`src/rtl/mem_bus_arbiter.sv`:
```
// mem_bus_arbiter
//   Shares one fixed-latency synchronous slave port between two valid/ready
//   masters. m0 is normally the CPU and m1 a secondary master such as a
//   loader or DMA engine. Each access walks IDLE -> ISSUE -> WAIT -> RESP:
//   arbitration in IDLE, a single enable cycle in ISSUE, LATENCY wait cycles,
//   then a one-cycle ready pulse to the granted master.
//
// Parameters
//   LATENCY     : slave read latency, enable cycle to valid s_rdata (1..15)
//   ROUND_ROBIN : 1 = alternate grants on contention, 0 = m0 always wins
//
// Ports
//   clk, reset            : system clock, synchronous active-high reset
//   mN_valid/addr/wdata   : master N request, byte address, write data
//   mN_wstrb              : master N byte write enables (0 = read)
//   mN_ready              : master N completion pulse
//   mN_rdata              : master N read data, valid while mN_ready=1
//   s_en                  : slave enable, one cycle per transaction
//   s_addr/s_wdata        : latched address / write data of granted master
//   s_wstrb               : byte enables, non-zero only in the ISSUE cycle
//   s_rdata               : slave read data, LATENCY cycles after s_en
//   grant                 : index of the master currently or last served
//   busy                  : high in every state except IDLE
//
// All outputs are registered.
module mem_bus_arbiter #(
  parameter int unsigned LATENCY     = 1,
  parameter int unsigned ROUND_ROBIN = 1
) (
  input  logic        clk,
  input  logic        reset,
  input  logic        m0_valid,
  input  logic [31:0] m0_addr,
  input  logic [31:0] m0_wdata,
  input  logic [3:0]  m0_wstrb,
  output logic        m0_ready,
  output logic [31:0] m0_rdata,
  input  logic        m1_valid,
  input  logic [31:0] m1_addr,
  input  logic [31:0] m1_wdata,
  input  logic [3:0]  m1_wstrb,
  output logic        m1_ready,
  output logic [31:0] m1_rdata,
  output logic        s_en,
  output logic [31:0] s_addr,
  output logic [31:0] s_wdata,
  output logic [3:0]  s_wstrb,
  input  logic [31:0] s_rdata,
  output logic        grant,
  output logic        busy
);

  localparam logic [3:0] LAT_LOAD = 4'(LATENCY);
  localparam bit         RR_EN    = (ROUND_ROBIN != 0);

  typedef enum logic [1:0] {
    IDLE,
    ISSUE,
    WAIT,
    RESP
  } state_t;

  state_t      state;
  state_t      state_nx;

  logic [3:0]  wait_cnt;
  logic [3:0]  wait_cnt_nx;
  logic        last_served;
  logic        last_served_nx;

  logic        req_any;
  logic        sel;

  logic        m0_ready_nx;
  logic        m1_ready_nx;
  logic [31:0] m0_rdata_nx;
  logic [31:0] m1_rdata_nx;
  logic        s_en_nx;
  logic [31:0] s_addr_nx;
  logic [31:0] s_wdata_nx;
  logic [3:0]  s_wstrb_nx;
  logic        grant_nx;
  logic        busy_nx;

  assign req_any = m0_valid | m1_valid;

  // Winner of the IDLE-cycle arbitration. On contention the round-robin
  // variant picks the master that was not served last; last_served resets
  // to 1 so that m0 wins the very first tie.
  always_comb begin
    if (m0_valid && m1_valid) begin
      sel = RR_EN ? ~last_served : 1'b0;
    end else begin
      sel = m1_valid;
    end
  end

  // State register
  always_ff @(posedge clk) begin
    if (reset) begin
      state <= IDLE;
    end else begin
      state <= state_nx;
    end
  end

  // Next-state logic
  always_comb begin
    state_nx = state;
    case (state)
      IDLE:    if (req_any) state_nx = ISSUE;
      ISSUE:   state_nx = WAIT;
      WAIT:    if (wait_cnt == 4'd1) state_nx = RESP;
      RESP:    state_nx = IDLE;
      default: state_nx = IDLE;
    endcase
  end

  // Output logic: next values of the registered outputs.
  // The granted byte enables are loaded straight into the s_wstrb register
  // on the IDLE->ISSUE edge and cleared on the next edge, so that register
  // doubles as the wstrb holding register and the slave sees them once.
  always_comb begin
    s_en_nx        = 1'b0;
    s_wstrb_nx     = '0;
    s_addr_nx      = s_addr;
    s_wdata_nx     = s_wdata;
    grant_nx       = grant;
    m0_ready_nx    = 1'b0;
    m1_ready_nx    = 1'b0;
    m0_rdata_nx    = m0_rdata;
    m1_rdata_nx    = m1_rdata;
    wait_cnt_nx    = wait_cnt;
    last_served_nx = last_served;
    busy_nx        = (state_nx != IDLE);

    case (state)
      IDLE: begin
        if (req_any) begin
          grant_nx   = sel;
          s_addr_nx  = sel ? m1_addr  : m0_addr;
          s_wdata_nx = sel ? m1_wdata : m0_wdata;
          s_wstrb_nx = sel ? m1_wstrb : m0_wstrb;
          s_en_nx    = 1'b1;
        end
      end
      ISSUE: begin
        wait_cnt_nx = LAT_LOAD;
      end
      WAIT: begin
        if (wait_cnt == 4'd1) begin
          // Last wait cycle: s_rdata is valid now, capture it so it is
          // presented together with the ready pulse in RESP.
          if (grant) begin
            m1_rdata_nx = s_rdata;
            m1_ready_nx = 1'b1;
          end else begin
            m0_rdata_nx = s_rdata;
            m0_ready_nx = 1'b1;
          end
        end else begin
          wait_cnt_nx = wait_cnt - 4'd1;
        end
      end
      RESP: begin
        last_served_nx = grant;
      end
      default: begin
      end
    endcase
  end

  // Output and datapath registers
  always_ff @(posedge clk) begin
    if (reset) begin
      s_en        <= 1'b0;
      s_wstrb     <= '0;
      s_addr      <= '0;
      s_wdata     <= '0;
      grant       <= 1'b0;
      busy        <= 1'b0;
      m0_ready    <= 1'b0;
      m1_ready    <= 1'b0;
      m0_rdata    <= '0;
      m1_rdata    <= '0;
      wait_cnt    <= '0;
      last_served <= 1'b1;
    end else begin
      s_en        <= s_en_nx;
      s_wstrb     <= s_wstrb_nx;
      s_addr      <= s_addr_nx;
      s_wdata     <= s_wdata_nx;
      grant       <= grant_nx;
      busy        <= busy_nx;
      m0_ready    <= m0_ready_nx;
      m1_ready    <= m1_ready_nx;
      m0_rdata    <= m0_rdata_nx;
      m1_rdata    <= m1_rdata_nx;
      wait_cnt    <= wait_cnt_nx;
      last_served <= last_served_nx;
    end
  end

endmodule

```
`config.mk`:
```
export PLATFORM = sky130hd
export DESIGN_NAME = mem_bus_arbiter
export DESIGN_NICKNAME = d
export VERILOG_FILES = /design/src/rtl/mem_bus_arbiter.sv
export SDC_FILE = /design/constraint.sdc
export NUM_CORES = 1
export LEC_CHECK = 0
export BUFFER_PORTS_ARGS = -buffer_cell sky130_fd_sc_hd__buf_4
export CAP_MARGIN = 25
export CELL_PAD_IN_SITES_DETAIL_PLACEMENT = 1
export CELL_PAD_IN_SITES_GLOBAL_PLACEMENT = 1
export CORE_MARGIN = 1
export CORE_UTILIZATION = 28
export CTS_CLUSTER_SIZE = 8
export DETAILED_ROUTE_END_ITERATION = 10
export HOLD_SLACK_MARGIN = 0.15
export PLACE_DENSITY_LB_ADDON = 0.1
export SYNTH_ARGS = -nofsm -noshare
export SYNTH_HDL_FRONTEND = slang
export SYNTH_SLANG_ARGS = --single-unit
export TNS_END_PERCENT = 50
```
`constraint.sdc`:
```
create_clock -name clk -period 1.49 [get_ports clk]
set_input_delay 0.298 -clock clk [delete_from_list [all_inputs] [get_ports clk]]
set_output_delay 0.298 -clock clk [all_outputs]
set_load 0.01 [all_outputs]
```
==> run summary, run 1 <==
outcome = complete, but fails checks
failing checks = setup timing
Vias/cell = 4.63
critical path's slowest cell = or4b_2
num rows = 52
ys flop type = dfxtp_1
via count = 6359
Non-Filler Instances = 1373
worst-path fanout max = 4
Initial Util = 28.7%
PD cells = 1460 nW/um^2
worst-margin pin slew = 0.447 ns
Critical Path AT = 1.86 ns
dpl cells = 1228
clock-pin slew on the worst setup and hold paths = 0.07 ns
CP peak stage delay = 0.68 ns
critical path, cell by cell = inv_1 > ha_1 > or4b_2 > o31ai_2
Area Overhead vs Synth = 77.5%
endpoints failing setup = 6
clock sink count = 144
Fill cells = 2378
H-tree Lvls = 4
die width = 146 microns
Hold Path Class = primary input to flip-flop
I/O pins = 309
largest net degree at the start of global routing = 78
Final Hold Viols = 0
GP Congestion = 0.748
count of max-cap constraint violations = 0
critical path class = flip-flop to flip-flop
Port Buf Inserts = 308
Mean Syn Cell Area = 8.57 sq um
drt drc = 0
Core ar. = 20300 sq um
CTS tree = yes
Clk Latency, worst-skew pair = 0.42 ns
crit share post-route = 103%
vias in the first global route = 6816
worst setup path startpoint = wait_cnt[0]$_SDFFE_PP0P_
f_max = 653 MHz
skew final = 0.0134 ns
total wire length = 22500 microns
min setup slack post-route = -0.0422 ns
Crit path required time = 1.81 ns
Syn Std Cell Area = 5830 sq um
#FFs+latches synth = 144
fin nets = 1269
synth warn = 0
Synth Instances = 680
Netlist cell types = 35
GRT Overall Usage = 21.0%
mean routed wirelength per cell = 16.4 microns
Root Driver = clkbuf_16
post-route ant nets = 0
CTS Buf Count = 17
layout cells sized above 1 = 36.1%
Die Ht = 146 microns
die area = 21400 sq um
Leak = 4.84 nW
clock buffer depth = 2
crit end category = flip-flop
Hold Path Origin = m1_wdata[24]
Post-synth EDFFs = 0
Setup crit start kind = flip-flop
Mapped Nets = 859
initial antenna violation count = 0
first-pass GRT wire length = 35800 microns
grt ovf = 0
Final Util = 51.0%
DR pass1 iterations = 4
initial drt markers = 218
Post-synth ARST share = 0%
unrepaired setup endpoints after global routing = yes
minimum clock period after layout = 1.53 ns
Max VDD drop = 0.816 mV
sequential share of the synthesized area = 49.5%
placed wire-length estimate = 14200 microns
# diodes = 0
Relative slew margins = 70.1%
Reg2Reg Launch Point = wait_cnt[0]$_SDFFE_PP0P_
Slew Viols, Final = 0
-- final cells by class --
type                            count  area (sq um)  area share, %
Clock inverter                     14           119           1.15
Tap cell                          270           338           3.27
Inverter                            8          32.5          0.314
Clock buffer                       18           439           4.25
Sequential cell                   144          2890           27.9
Multi-Input combinational cell    472          2700           26.1
Timing Repair Buffer              447          3830           37.0
-- state kept, by name (all words and copies together), names as in the netlist --
signal	cells
busy	1
m0_rdata	32
s_addr	32
state	2
s_wdata	32
grant	1
m1_ready	1
s_en	1
m1_rdata	32
s_wstrb	4
m0_ready	1
last_served	1
wait_cnt	4
-- kinds of logic (layout without fill, tap and decap cells) --
logic type	after synthesis	count (layout)	share of synthesized area [%]
AND/OR/NAND/NOR	192	192	13.4
adder cells (fa/ha/maj)	7	7	1.50
AO/OA/AOI/OAI	208	208	18.6
buffers and inverters	64	487	5.86
multiplexers	65	65	11.2
flip-flops	144	144	49.5
-- repair_timing --
| item | in CTS | in global routing |
|---|---|---|
| setup buffers | 0 | 2 |
| gates cloned | 0 | 1 |
| hold buffers | 110 | 0 |
| resized for setup | 10 | 19 |
| pin swaps | 1 | 4 |
| hold endpoints to repair | 95 | 0 |
| setup endpoints to repair | 37 | 91 |
-- cells in the final DEF, fill, tap and decap left out, drive strengths merged, types with 3 or more instances in the layout --
cell type / n
buf: 336
clkinvlp: 4
clkbuf: 19
or4b: 3
inv: 16
dlygate4sd3: 110
o21ai: 65
dfxtp: 144
nor2: 6
nand2: 172
mux2i: 65
ha: 7
a21oi: 133
-- stage by stage --
step                      hold slack, ns  setup slack, ns  setup TNS (ns)  power (mW)  instance area [sq um]
after detailed placement           0.451          -0.0497          -0.222        10.5                   8550
final                              0.164          -0.0422         -0.0877        15.1                  10300
after global placement             0.443         -0.00590        -0.00590        10.4                   8550
after global routing               0.155           -0.120           -3.37        16.0                  10300
after CTS                          0.150          -0.0356          -0.167        15.0                  10200
after floorplan                    0.432          0.00179               0        7.71                   5840
-- per-layer routing --
metal  up-vias  GRT usage, %  part of all wire (%)
met4         0          8.23                   2.5
met5         -             0                     0
met3        37          5.63                   6.0
li1       3132             -                     -
met1      2972          24.1                    42
met2       218          37.0                    49
-- worst max-delay path: cells and delay by family (launching register included) --
kind            cells  cell delay [ns]
compound gates      1             0.08
fa+ha+maj           1             0.27
buf+inv             1             0.05
flops               1             0.37
simple gates        1             0.68
-- Yosys cell counts (all sizes together), types with 2 or more instances --
cell	number	area [sq um]
a211oi	2	15.0
a21oi	133	669
buf	28	206
clkbuf	28	105
dfxtp	144	2880
ha	7	87.6
inv	7	26.3
mux2i	65	651
nand2	172	646
nand3	2	10.0
nor2	6	22.5
nor3	2	10.0
o21ai	65	325
o31ai	2	15.0
or4b	3	30.0
-- path summary, 6_finish.rpt --
| kind | slack (ns) | cells after the start | endpoint |
|---|---|---|---|
| setup / recovery | -0.04 | 4 | wait_cnt[1]$_SDFFE_PP0P_ |
| hold / removal | 0.16 | 3 | s_wdata[24]$_SDFFE_PP0P_ |
| setup reg to reg | -0.04 | 4 | wait_cnt[1]$_SDFFE_PP0P_ |
| hold reg to reg | 0.46 | 2 | m0_rdata[20]$_SDFFE_PP0P_ |
-- power by group --
part / total (mW) / leakage, nW / switching (mW) / internal, mW
Clock: 4.09 / 0.265 / 1.86 / 2.23
Combinational: 5.76 / 3.39 / 2.94 / 2.82
Sequential: 5.21 / 1.18 / 0.488 / 4.72
Total: 15.1 / 4.84 / 5.29 / 9.77
Note: power is estimated with default switching activity, not from simulation.
==> run 2: changes to the inputs <==
--- a/config.mk
+++ b/config.mk
@@ -15,6 +15,7 @@
 export DETAILED_ROUTE_END_ITERATION = 10
 export HOLD_SLACK_MARGIN = 0.15
 export PLACE_DENSITY_LB_ADDON = 0.1
+export RECOVER_POWER = 100
 export SYNTH_ARGS = -nofsm -noshare
 export SYNTH_HDL_FRONTEND = slang
 export SYNTH_SLANG_ARGS = --single-unit
==> run summary, run 2 (synthesis gave the netlist of run 1 again) <==
grt ovf = 0 (unchanged)
# diodes = 0 (unchanged)
initial drt markers = 210 (-3.7%)
Port Buf Inserts = 308 (unchanged)
f_max = 653 MHz (about the same)
count of max-cap constraint violations = 0 (unchanged)
unrepaired setup endpoints after global routing = yes
Final Hold Slack = 0.167 ns (+0.00290 ns)
clock power share = 28.3% (+1.1 points)
CTS Buf Count = 17 (unchanged)
critical path's top delay family = simple AND/OR/NAND/NOR gates
minimum clock period after layout = 1.53 ns (-0.000506 ns)
crit share post-route = 103% (about the same)
switching share of power = 36.5% (+1.4 points)
CTS tree = yes
PD cells = 1470 nW/um^2 (+0.70%)
Root Driver = clkbuf_16
clock buffer depth = 2 (unchanged)
area of the multi-input gates = 2700 sq um (-0.19%)
Post-Place Cell Area = 8550 sq um (unchanged)
largest net degree at the start of global routing = 78 (unchanged)
Crit path depth = 4 (unchanged)
Core ar. = 20300 sq um (unchanged)
DR pass1 iterations = 5 (+1)
Max VDD drop = 0.816 mV (about the same)
endpoints failing setup = 8 (+2)
Setup crit start kind = flip-flop
first-pass GRT wire length = 35800 microns (unchanged)
post-route ant nets = 0 (unchanged)
post-route cell area = 9830 sq um (-5.0%)
placed wire-length estimate = 14200 microns (unchanged)
Reg2Reg Depth = 4 (unchanged)
Die Ht = 146 microns (unchanged)
Clk Latency, worst-skew pair = 0.42 ns (about the same)
I/O pins = 309 (unchanged)
setup TNS = -0.133 ns (-0.0454 ns)
initial antenna violation count = 0 (unchanged)
num rows = 52 (unchanged)
Initial Util = 28.7% (unchanged)
fin nets = 1269 (unchanged)
most frequent cells in the layout = 184 x buf_4, 172 x nand2_1, 142 x dfxtp_1
H-tree Lvls = 4 (unchanged)
Crit path required time = 1.82 ns (about the same)
CP Buf/Inv Count = 1 (unchanged)
total wire length = 22400 microns (-0.16%)
outcome = complete, but fails checks
CP peak stage delay = 0.68 ns (about the same)
failing checks = setup timing
drt drc = 0 (unchanged)
worst-path fanout max = 4 (unchanged)
critical path, cell by cell = inv_1 > ha_1 > or4b_2 > o31ai_2
Slew Viols, Final = 0 (unchanged)
layout cells sized above 1 = 23.4% (-13 points)
worst hold path depth = 3 (unchanged)
critical path class = flip-flop to flip-flop
Critical Path AT = 1.86 ns (about the same)
clock-pin slew on the worst setup and hold paths = 0.07 ns (about the same)
most common cell after layout, fill and taps aside = buf_4
Area Overhead vs Synth = 68.6%
sequential share of power = 35.9% (+1.3 points)
Sw Pwr = 5.25 mW (-0.65%)
critical path's slowest cell = or4b_2
FF/Latch Area = 2890 sq um (about the same)
Vias/cell = 4.65 (+0.30%)
worst-margin pin slew = 0.443 ns (-0.00430 ns)
vias in the first global route = 6816 (unchanged)
Fill cells = 2477 (+4.2%)
via count = 6378 (+0.30%)
Leak = 4.28 nW (-12%)
skew final = 0.0102 ns (-0.00319 ns)
Final Hold Viols = 0 (unchanged)
GP Congestion = 0.748 (unchanged)
Comb power frac = 35.8% (-2.4 points)
Tot Pwr = 14.4 mW (-4.3%)
clock sink count = 144 (unchanged)
mean routed wirelength per cell = 16.3 microns (-0.16%)
die area = 21400 sq um (unchanged)
Relative slew margins = 70.3% (+0.29 points)
crit end category = flip-flop
min setup slack post-route = -0.0417 ns (+0.000506 ns)
Internal = 9.15 mW (-6.3%)
Hold Path Class = primary input to flip-flop
die width = 146 microns (unchanged)
GRT Overall Usage = 21.0% (unchanged)
run 2: power groups by stage:
| stage | logic (mW) | clock network (mW) | registers, mW |
|---|---|---|---|
| 5_1_grt | 5.65 | 4.40 | 5.28 |
| 3_5_place_dp | 5.25 | 0 | 5.24 |
| 4_1_cts | 5.57 | 4.23 | 5.18 |
| 3_3_place_gp | 5.23 | 0 | 5.22 |
| 2_1_floorplan | 2.15 | 0 | 5.56 |
| 6_report | 5.15 | 4.08 | 5.18 |
run 2: path summary, 6_finish.rpt:
check | startpoint | to | slack [ns]
worst max-delay path | wait_cnt[0]$_SDFFE_PP0P_ | wait_cnt[1]$_SDFFE_PP0P_ | -0.04
worst max register to register | wait_cnt[0]$_SDFFE_PP0P_ | wait_cnt[1]$_SDFFE_PP0P_ | -0.04
worst min register to register | m0_rdata[20]$_SDFFE_PP0P_ | m0_rdata[20]$_SDFFE_PP0P_ | 0.46
worst min-delay path | s_rdata[20] | m0_rdata[20]$_SDFFE_PP0P_ | 0.17
run 2: final cells by class:
cell class	count	area share (%)
Clock buffer	18	4.47
Clock inverter	14	1.21
Inverter	8	0.331
Multi-Input combinational cell	472	27.4
Sequential cell	144	29.4
Tap cell	270	3.44
Timing Repair Buffer	447	33.7
run 2: per-layer routing:
metal	routed length, microns	track usage, %	share of wire [%]	vias to the layer above
met5	0	0	0	-
met4	565	8.23	2.5	0
met3	1380	5.63	6.2	38
met2	11000	37.0	49	220
met1	9450	24.1	42	2986
li1	-	-	-	3134
run 2: timing repair:
action | CTS | global route
endpoints found under the hold margin | 95 | 0
hold buffers | 110 | 0
endpoints found under the setup margin | 37 | 91
cloned | 0 | 1
setup buffers | 0 | 2
resized for setup | 10 | 19
pin swaps | 1 | 4
run 2: metrics by stage:
stage               util (%)  instances  setup slack, ns
floorplan                  -        680          0.00179
global placement        42.1       1228         -0.00590
detailed placement      42.1       1228          -0.0497
CTS                     50.4       1370          -0.0356
global route            48.4       1373           -0.120
finish                  48.4       1373          -0.0417
run 2: worst register-to-register path, stage by stage (launching register included):
cell and delay [ns]:
dfxtp_4 0.37, inv_1 0.05, ha_1 0.27, or4b_2 0.68, o31ai_2 0.08
==> run 3: changes to the inputs <==
--- a/config.mk
+++ b/config.mk
@@ -16,6 +16,7 @@
 export HOLD_SLACK_MARGIN = 0.15
 export PLACE_DENSITY_LB_ADDON = 0.1
 export RECOVER_POWER = 100
+export SETUP_SLACK_MARGIN = 0.02
 export SYNTH_ARGS = -nofsm -noshare
 export SYNTH_HDL_FRONTEND = slang
 export SYNTH_SLANG_ARGS = --single-unit
==> run summary, run 3 (synthesis gave the netlist of run 1 again) <==
most frequent cells in the layout = 184 x buf_4, 172 x nand2_1, 142 x dfxtp_1
CP peak stage delay = 0.68 ns (about the same)
H-tree Lvls = 4 (unchanged)
Hold Path Class = primary input to flip-flop
outcome = complete, but fails checks
Die Ht = 146 microns (unchanged)
fin nets = 1271 (+0.16%)
clock buffer depth = 2 (unchanged)
skew final = 0.0105 ns (+0.000229 ns)
critical path class = flip-flop to flip-flop
Setup crit start kind = flip-flop
crit share post-route = 103% (+0.39 points)
worst-margin pin slew = 0.439 ns (-0.00454 ns)
initial antenna violation count = 0 (unchanged)
Root Driver = clkbuf_16
Final Util = 48.5% (+0.11 points)
post-place setup slack = -0.0497 ns (unchanged)
placed wire-length estimate = 14200 microns (unchanged)
Port Buf Inserts = 308 (unchanged)
num rows = 52 (unchanged)
mean routed wirelength per cell = 16.3 microns (about the same)
Leak = 4.29 nW (+0.23%)
count of max-cap constraint violations = 0 (unchanged)
Final Hold Viols = 0 (unchanged)
largest net degree at the start of global routing = 78 (unchanged)
Clk Latency, worst-skew pair = 0.42 ns (about the same)
met3 routed wirelength = 1370 microns (-1.2%)
Vias/cell = 4.64 (about the same)
initial drt markers = 211 (+0.48%)
total wire length = 22400 microns (+0.12%)
Non-Filler Instances = 1375 (+0.15%)
CTS Buf Count = 17 (unchanged)
die area = 21400 sq um (unchanged)
Core ar. = 20300 sq um (unchanged)
die width = 146 microns (unchanged)
via count = 6386 (+0.13%)
GRT Overall Usage = 21.0% (unchanged)
f_max = 650 MHz (-0.38%)
dpl cells = 1228 (unchanged)
first-pass GRT wire length = 35800 microns (unchanged)
min setup slack post-route = -0.0476 ns (-0.00584 ns)
GP Congestion = 0.748 (unchanged)
worst-path fanout max = 4 (unchanged)
grt ovf = 0 (unchanged)
Max VDD drop = 0.823 mV (+0.87%)
layout cells sized above 1 = 23.7% (+0.32 points)
minimum clock period after layout = 1.54 ns (+0.00584 ns)
top routing layer used = met4
setup TNS = -0.323 ns (-0.190 ns)
endpoints failing setup = 26 (+18)
Initial Util = 28.7% (unchanged)
# diodes = 0 (unchanged)
PD cells = 1470 nW/um^2 (+0.30%)
Crit path required time = 1.81 ns (about the same)
unrepaired setup endpoints after global routing = yes
vias in the first global route = 6816 (unchanged)
Relative slew margins = 70.7% (+0.30 points)
clock-pin slew on the worst setup and hold paths = 0.07 ns (about the same)
clock sink count = 144 (unchanged)
critical path, cell by cell = inv_1 > ha_1 > or4b_2 > o31ai_2
I/O pins = 309 (unchanged)
Met2 Routed Length = 11100 microns (+0.87%)
Final Hold Slack = 0.166 ns (-0.00125 ns)
WL met1 = 9390 microns (-0.55%)
failing checks = setup timing
Critical Path AT = 1.86 ns (about the same)
CTS tree = yes
post-route ant nets = 0 (unchanged)
crit end category = flip-flop
DR pass1 iterations = 5 (unchanged)
drt drc = 0 (unchanged)
Slew Viols, Final = 0 (unchanged)
Area Overhead vs Synth = 69.0%
critical path's slowest cell = or4b_2
most common cell after layout, fill and taps aside = buf_4
[run 3: final cells by class]
class                           instances  area, sq um
Inverter                                8         35.0
Timing Repair Buffer                  449         3320
Tap cell                              270          338
Fill cell                            2479        10500
Sequential cell                       144         2890
Clock buffer                           18          439
Clock inverter                         14          119
Multi-Input combinational cell        472         2710
[run 3: worst paths after layout]
| path | startpoint | end | slack (ns) | depth (start not counted) |
|---|---|---|---|---|
| setup reg to reg | wait_cnt[0]$_SDFFE_PP0P_ | wait_cnt[1]$_SDFFE_PP0P_ | -0.05 | 4 |
| hold / removal | s_rdata[20] | m0_rdata[20]$_SDFFE_PP0P_ | 0.17 | 3 |
| setup / recovery | wait_cnt[0]$_SDFFE_PP0P_ | wait_cnt[1]$_SDFFE_PP0P_ | -0.05 | 4 |
| hold reg to reg | m0_rdata[20]$_SDFFE_PP0P_ | m0_rdata[20]$_SDFFE_PP0P_ | 0.46 | 2 |
[run 3: routing by layer]
metal | vias up | GRT usage (%)
met3 | 38 | 5.63
met1 | 2992 | 24.1
li1 | 3135 | -
met5 | - | 0
met4 | 0 | 8.23
met2 | 221 | 37.0
[run 3: where the power goes]
group | total (mW) | switching, mW | internal (mW) | leakage [nW]
combinational | 5.22 | 2.97 | 2.25 | 2.84
clock | 4.08 | 1.85 | 2.23 | 0.265
sequential | 5.18 | 0.468 | 4.71 | 1.18
total | 14.5 | 5.29 | 9.19 | 4.29
[run 3: what timing repair did]
action | 4_1_cts | 5_1_grt
setup buffers | 0 | 4
pin swaps | 1 | 6
gates cloned | 0 | 1
hold buffers | 110 | 0
endpoints found under the setup margin | 66 | 115
hold endpoints to repair | 95 | 0
gates resized for setup | 9 | 24
[run 3: stage by stage]
step | total power [mW] | area, sq um
after global placement | 10.4 | 8550
final | 14.5 | 9850
after detailed placement | 10.5 | 8550
after floorplan | 7.71 | 5840
after CTS | 15.0 | 10200
after global routing | 15.4 | 9850
[run 3: worst max-delay path: cells and delay by family (launching register included)]
| family | cells | cell delay [ns] |
|---|---|---|
| flops | 1 | 0.37 |
| simple gates | 1 | 0.68 |
| compound gates | 1 | 0.08 |
| buf+inv | 1 | 0.05 |
| fa+ha+maj | 1 | 0.27 |
